`config.mk`:
```
export PLATFORM = sky130hd
export DESIGN_NAME = clk_period_meter_flat
export DESIGN_NICKNAME = d
export VERILOG_FILES = /design/src/rtl/clk_period_meter_if.sv /design/src/rtl/clk_period_meter.sv /design/src/flat_wrapper.sv
export SDC_FILE = /design/constraint.sdc
export NUM_CORES = 1
export LEC_CHECK = 0
export BUFFER_PORTS_ARGS = -buffer_cell sky130_fd_sc_hd__buf_2
export CAP_MARGIN = 25
export CORE_MARGIN = 5
export CORE_UTILIZATION = 23
export DETAILED_ROUTE_END_ITERATION = 8
export PLACE_DENSITY = 0.37
export SETUP_SLACK_MARGIN = 0.4
export SYNTH_ARGS = -nofsm -noshare
export SYNTH_HDL_FRONTEND = slang
export SYNTH_SLANG_ARGS = --single-unit
```
`constraint.sdc`:
```
create_clock -name clk_in -period 6.5 [get_ports clk_in]
set_input_delay 0.65 -clock clk_in [delete_from_list [all_inputs] [get_ports clk_in]]
set_output_delay 0.65 -clock clk_in [all_outputs]
set_load 0.05 [all_outputs]
```
`src/rtl/clk_period_meter_if.sv`:
```
// Measurement bus for clk_period_meter.
//   sig_in     : signal under measurement (sampled as data, never used as a clock)
//   enable     : measurement enable
//   period     : clk_in cycles between the last two detected rising edges
//   high_time  : clk_in cycles the signal was high within that period
//   meas_valid : one-cycle pulse when period/high_time update
//   timeout    : sticky loss-of-toggle flag
//   edge_cnt   : wrapping count of detected rising edges
//   busy       : meter is armed or measuring
// slave = meter side, master = stimulus/observer side.
interface clk_period_meter_if #(
  parameter int CW = 16
);
  logic          sig_in;
  logic          enable;
  logic [CW-1:0] period;
  logic [CW-1:0] high_time;
  logic          meas_valid;
  logic          timeout;
  logic [7:0]    edge_cnt;
  logic          busy;

  modport slave (
    input  sig_in, enable,
    output period, high_time, meas_valid, timeout, edge_cnt, busy
  );

  modport master (
    output sig_in, enable,
    input  period, high_time, meas_valid, timeout, edge_cnt, busy
  );
endinterface

```
`src/rtl/clk_period_meter.sv`:
```
// Period / high-time meter for a slow signal sampled in the clk_in domain.
// The signal goes through a 3-flop chain; a rising edge is seen as
// s2 & ~s3. Because the detect latency is the same for every edge, the
// distance between two detected rises is the exact period in clk_in cycles.
//   clk_in : sole clock
//   reset  : asynchronous, active-low
//   bus    : clk_period_meter_if.slave (sig_in/enable in, results out)
// TIMEOUT_CYC must satisfy 2 <= TIMEOUT_CYC < 2**CW.
module clk_period_meter #(
  parameter int CW          = 16,
  parameter int TIMEOUT_CYC = 1000
) (
  input  logic                   clk_in,
  input  logic                   reset,
  clk_period_meter_if.slave      bus
);

  typedef enum logic [1:0] {IDLE, ARM, MEASURE} state_t;

  localparam logic [CW-1:0] TO_CNT = CW'(TIMEOUT_CYC);

  state_t        state, state_nxt;
  logic [2:0]    sync;              // sync[0]=s1, sync[1]=s2, sync[2]=s3
  logic [CW-1:0] cnt, cnt_nxt;
  logic [CW-1:0] hcnt, hcnt_nxt;
  logic [CW-1:0] period_q, period_nxt;
  logic [CW-1:0] high_q, high_nxt;
  logic          mv_q, mv_nxt;
  logic          to_q, to_nxt;
  logic [7:0]    ecnt_q, ecnt_nxt;
  logic          rise, lvl;

  // Synchronizer keeps running regardless of enable.
  always_ff @(posedge clk_in or negedge reset) begin
    if (!reset) sync <= '0;
    else        sync <= {sync[1:0], bus.sig_in};
  end

  assign lvl  = sync[1];
  assign rise = sync[1] & ~sync[2];

  always_ff @(posedge clk_in or negedge reset) begin
    if (!reset) begin
      state    <= IDLE;
      cnt      <= '0;
      hcnt     <= '0;
      period_q <= '0;
      high_q   <= '0;
      mv_q     <= 1'b0;
      to_q     <= 1'b0;
      ecnt_q   <= '0;
    end else begin
      state    <= state_nxt;
      cnt      <= cnt_nxt;
      hcnt     <= hcnt_nxt;
      period_q <= period_nxt;
      high_q   <= high_nxt;
      mv_q     <= mv_nxt;
      to_q     <= to_nxt;
      ecnt_q   <= ecnt_nxt;
    end
  end

  always_comb begin
    state_nxt  = state;
    cnt_nxt    = cnt;
    hcnt_nxt   = hcnt;
    period_nxt = period_q;
    high_nxt   = high_q;
    mv_nxt     = 1'b0;
    to_nxt     = to_q;
    ecnt_nxt   = ecnt_q;
    if (!bus.enable) begin
      // Results and edge count survive a disable; everything else restarts.
      state_nxt = IDLE;
      cnt_nxt   = '0;
      hcnt_nxt  = '0;
      to_nxt    = 1'b0;
    end else begin
      unique case (state)
        IDLE: begin
          cnt_nxt   = '0;
          hcnt_nxt  = '0;
          state_nxt = ARM;
        end
        ARM: begin
          if (rise) begin
            // First edge only opens a period; nothing to report yet.
            cnt_nxt   = CW'(1);
            hcnt_nxt  = CW'(1);
            ecnt_nxt  = ecnt_q + 8'd1;
            state_nxt = MEASURE;
          end else if (cnt == TO_CNT) begin
            to_nxt  = 1'b1;
            cnt_nxt = '0;
          end else begin
            cnt_nxt = cnt + CW'(1);
          end
        end
        MEASURE: begin
          // A rise on the timeout cycle is a legal period of TIMEOUT_CYC.
          if (rise) begin
            period_nxt = cnt;
            high_nxt   = hcnt;
            mv_nxt     = 1'b1;
            cnt_nxt    = CW'(1);
            hcnt_nxt   = CW'(1);
            ecnt_nxt   = ecnt_q + 8'd1;
          end else if (cnt == TO_CNT) begin
            to_nxt    = 1'b1;
            cnt_nxt   = '0;
            hcnt_nxt  = '0;
            state_nxt = ARM;
          end else begin
            cnt_nxt  = cnt + CW'(1);
            hcnt_nxt = hcnt + {{(CW-1){1'b0}}, lvl};
          end
        end
        default: state_nxt = IDLE;
      endcase
    end
  end

  assign bus.period     = period_q;
  assign bus.high_time  = high_q;
  assign bus.meas_valid = mv_q;
  assign bus.timeout    = to_q;
  assign bus.edge_cnt   = ecnt_q;
  assign bus.busy       = (state != IDLE);

endmodule

```
`src/flat_wrapper.sv`:
```
// flat-port wrapper written by rule: the top's interface ports become plain ports
module clk_period_meter_flat 
#(
  parameter int CW          = 16,
  parameter int TIMEOUT_CYC = 1000
)
  (clk_in, reset, bus_sig_in, bus_enable, bus_period, bus_high_time, bus_meas_valid, bus_timeout, bus_edge_cnt, bus_busy);
  clk_period_meter_if #(.CW(CW)) bus_i ();
  input  logic clk_in;
  input  logic reset;
  input wire logic [$bits(bus_i.sig_in)-1:0] bus_sig_in;
  input wire logic [$bits(bus_i.enable)-1:0] bus_enable;
  output wire logic [$bits(bus_i.period)-1:0] bus_period;
  output wire logic [$bits(bus_i.high_time)-1:0] bus_high_time;
  output wire logic [$bits(bus_i.meas_valid)-1:0] bus_meas_valid;
  output wire logic [$bits(bus_i.timeout)-1:0] bus_timeout;
  output wire logic [$bits(bus_i.edge_cnt)-1:0] bus_edge_cnt;
  output wire logic [$bits(bus_i.busy)-1:0] bus_busy;
  assign bus_i.sig_in = bus_sig_in;
  assign bus_i.enable = bus_enable;
  assign bus_period = bus_i.period;
  assign bus_high_time = bus_i.high_time;
  assign bus_meas_valid = bus_i.meas_valid;
  assign bus_timeout = bus_i.timeout;
  assign bus_edge_cnt = bus_i.edge_cnt;
  assign bus_busy = bus_i.busy;
  clk_period_meter #(.CW(CW), .TIMEOUT_CYC(TIMEOUT_CYC)) u_core (.clk_in(clk_in), .reset(reset), .bus(bus_i));
endmodule
```
==> metrics.cfg <==
[critical_path]
cp_max_fo=14
critPathTopFamily=simple AND/OR/NAND/NOR gates
crit_path_start_kind=register
cp_num_buf_inv=1
reg2reg_depth=6
critPathMaxStageDelay_ns=0.83
crit_type=reg -> reg
crit_path_frequent_cell=nand4_1
arrival_ns=3.01
crit_required_ns=6.76
r2r_setup_slack_ns=3.74
crit_chain=inv_1 > ha_1 > nand4_1 > nor4_4 > nand4_1 > o21ai_0
rr_endpoint=u_core.hcnt[5]
rr_startpoint=u_core.state[0]
crit_slowest_cell=nor4_4
end_kind=register

[drt]
firstDrtPassIters=4
ant_nets=0
num_vias=2955
routed_wirelength_mm=9.56
wl_met2_mm=4.29
via_per_inst=4.49
avgRoutedWirePerCell_um=14.5
met1Wirelength_mm=4.65
drc_errors=0
dr_wl_met3_um=390
drtIter0Drc=180
highest_layer=met4

[timing]
finalSetupViolations=0
tns_ns=0
fin_crit_sh_pct=42.4
fmax_mhz=363
tightest_slew_ns=1.04
hold_viol=0
clock-skew-final_ns=0.0111
fin_crit_ns=2.76
slew_viol_final=0
relSlewSlack_pct=30.6
rsz0062_at_grt=false

[global_routing]
grt_pass1_wl_mm=16.3
overflow=0
grt.total_usage_pct=11.2
grt_max_degree=46
antenna_found_initial=0
grt_pass1_vias=3024

[cells_and_area]
design_area_sq_um=4430
diodes=0
final_common_cell=nand2_1
drive_gt1_share_pct=15.4
mostFrequentLayoutCells=112 x nand2_1, 79 x dfrtp_1, 45 x buf_2, 38 x o21ai_0, 17 x nand3_1
num-nets-final=452
area_growth_syn_to_layout_pct=19.4

[yosys]
synth_flop_cell=dfrtp_1
synthArstFlopShare_pct=100
synth_area_leaders=dfrtp_1 53%, nand2_1 11%, o21ai_0 5.1%, ha_1 2.7%, nand3_1 2.3%
ys_seq_area_share_pct=53.3
syn-cell-area_sq_um=3710
yosysWarnings=0
synthCells=401
synth_cell_types=49
synth-seq-cells=79
synth_edf_count=0
yosysTopAreaCellShare_pct=53.3
yosys.area.top_type=dfrtp_1
syn_avg_cell_area_sq_um=9.25
synth_nets=413

[placed_design]
gp_congestion=0.744
place_hpwl_mm=6.43
io_buffers=46
placed_area_sq_um=4170

[power]
finalPower_mw=1.10
ir_drop_mv=0.131
p_per_area_nw_per_um2=248
p_leak_nw=2.18

[worst_hold_path]
hp-class=in -> async

[clocking]
htreeDepth=3
cts.path.max_buffers=2
numCtsBuffers=9
clock_latency_ns=0.34
cts.sink_count=79
postCtsSetupRepairBufs=0
cts_resized=0
cts_tree=built
clk_pin_slew_ns=0.06
cts_root_buffer=clkbuf_16
cts_hold_buf=0

[job]
max-cap-violations=0

[status]
status=complete, no violations

[floorplanning]
dieArea_sq_um=18800
start_util_pct=23.4
die_y_um=137
pin_count=47
rows=46
die_width_um=137
core_sq_um=15800

## layout make-up
type / count / area (sq um)
tap: 216 / 270
inverter: 9 / 33.8
multi-input combinational: 292 / 1600
clock inverter: 1 / 7.51
sequential: 79 / 1980
clock buffer: 12 / 246
fill: 1705 / 11400
timing repair buffer: 49 / 295
## synth_stat cells, types with 2 or more instances
master and number:
a211oi_1 4, a21o_1 3, a21oi_1 12, a221o_1 2, a311oi_1 2, a31oi_1 8, and2_1 2, and3_1 8
and4_1 3, buf_2 5, buf_4 2, clkbuf_1 11, dfrtp_1 79, ha_1 8, inv_1 9, nand2_1 112
nand2b_1 3, nand3_1 17, nand3b_1 2, nand4_1 9, nor2_1 11, nor3_1 14, nor4_1 2, o211a_1 2
o21ai_0 38, o21ba_2 2, or3_1 3, xnor2_1 5, xor2_1 3
## worst max path at each step
stage	startpoint	endpoint	slack, ns	depth (start not counted)
final	u_core.state[0]	u_core.hcnt[5]	3.74	6
after global routing	u_core.state[0]	u_core.hcnt[10]	3.49	6
after CTS	u_core.state[0]	u_core.hcnt[5]	3.78	6
after detailed placement	u_core.state[0]	u_core.hcnt[5]	3.78	6
after global placement	u_core.state[0]	u_core.hcnt[5]	3.92	6
after floorplan	u_core.state[0]	u_core.cnt[7]	4.46	8
## routing by layer
metal | track usage, % | up-vias
met5 | 0 | -
met4 | 5.65 | 0
met3 | 2.46 | 12
met2 | 16.7 | 58
met1 | 15.3 | 1410
li1 | - | 1475
## where the power goes
part,switching [mW],internal (mW),leakage [nW]
Sequential,0.0133,0.505,1.09
Combinational,0.0905,0.0314,0.966
Clock,0.194,0.263,0.121
## sequential cells by signal, indices dropped and copies added, names as in the netlist
name	flops
u_core.hcnt	16
u_core.cnt	16
u_core.sync	3
u_core.bus.timeout	1
u_core.state	2
u_core.bus.meas_valid	1
u_core.bus.edge_cnt	8
u_core.bus.high_time	16
u_core.bus.period	16
## worst reg2reg max path, delay by kind of cell, from the launching register on
family / cells / cell delay (ns)
AND/OR/NAND/NOR: 3 / 1.60
adder cells (fa/ha/maj): 1 / 0.44
buffers and inverters: 1 / 0.08
AO/OA/AOI/OAI: 1 / 0.18
flip-flops: 1 / 0.38
## kinds of logic after synthesis
group	after synthesis	share of synthesized area [%]
AO/OA/AOI/OAI	79	13.0
XOR/XNOR	8	1.89
adder cells (fa/ha/maj)	8	2.70
buffers and inverters	30	3.64
flip-flops	79	53.3
multiplexers	2	0.574
AND/OR/NAND/NOR	195	24.9
## metrics by stage
stage	hold slack [ns]	setup WS [ns]	util [%]	cells
after floorplan	0.331	4.46	-	401
after global placement	0.338	3.92	26.0	643
after detailed placement	0.337	3.78	26.4	645
after CTS	0.290	3.78	28.0	658
after global routing	0.312	3.49	28.0	658
final	0.277	3.74	28.0	658
Power figures use the tool's default switching activity.
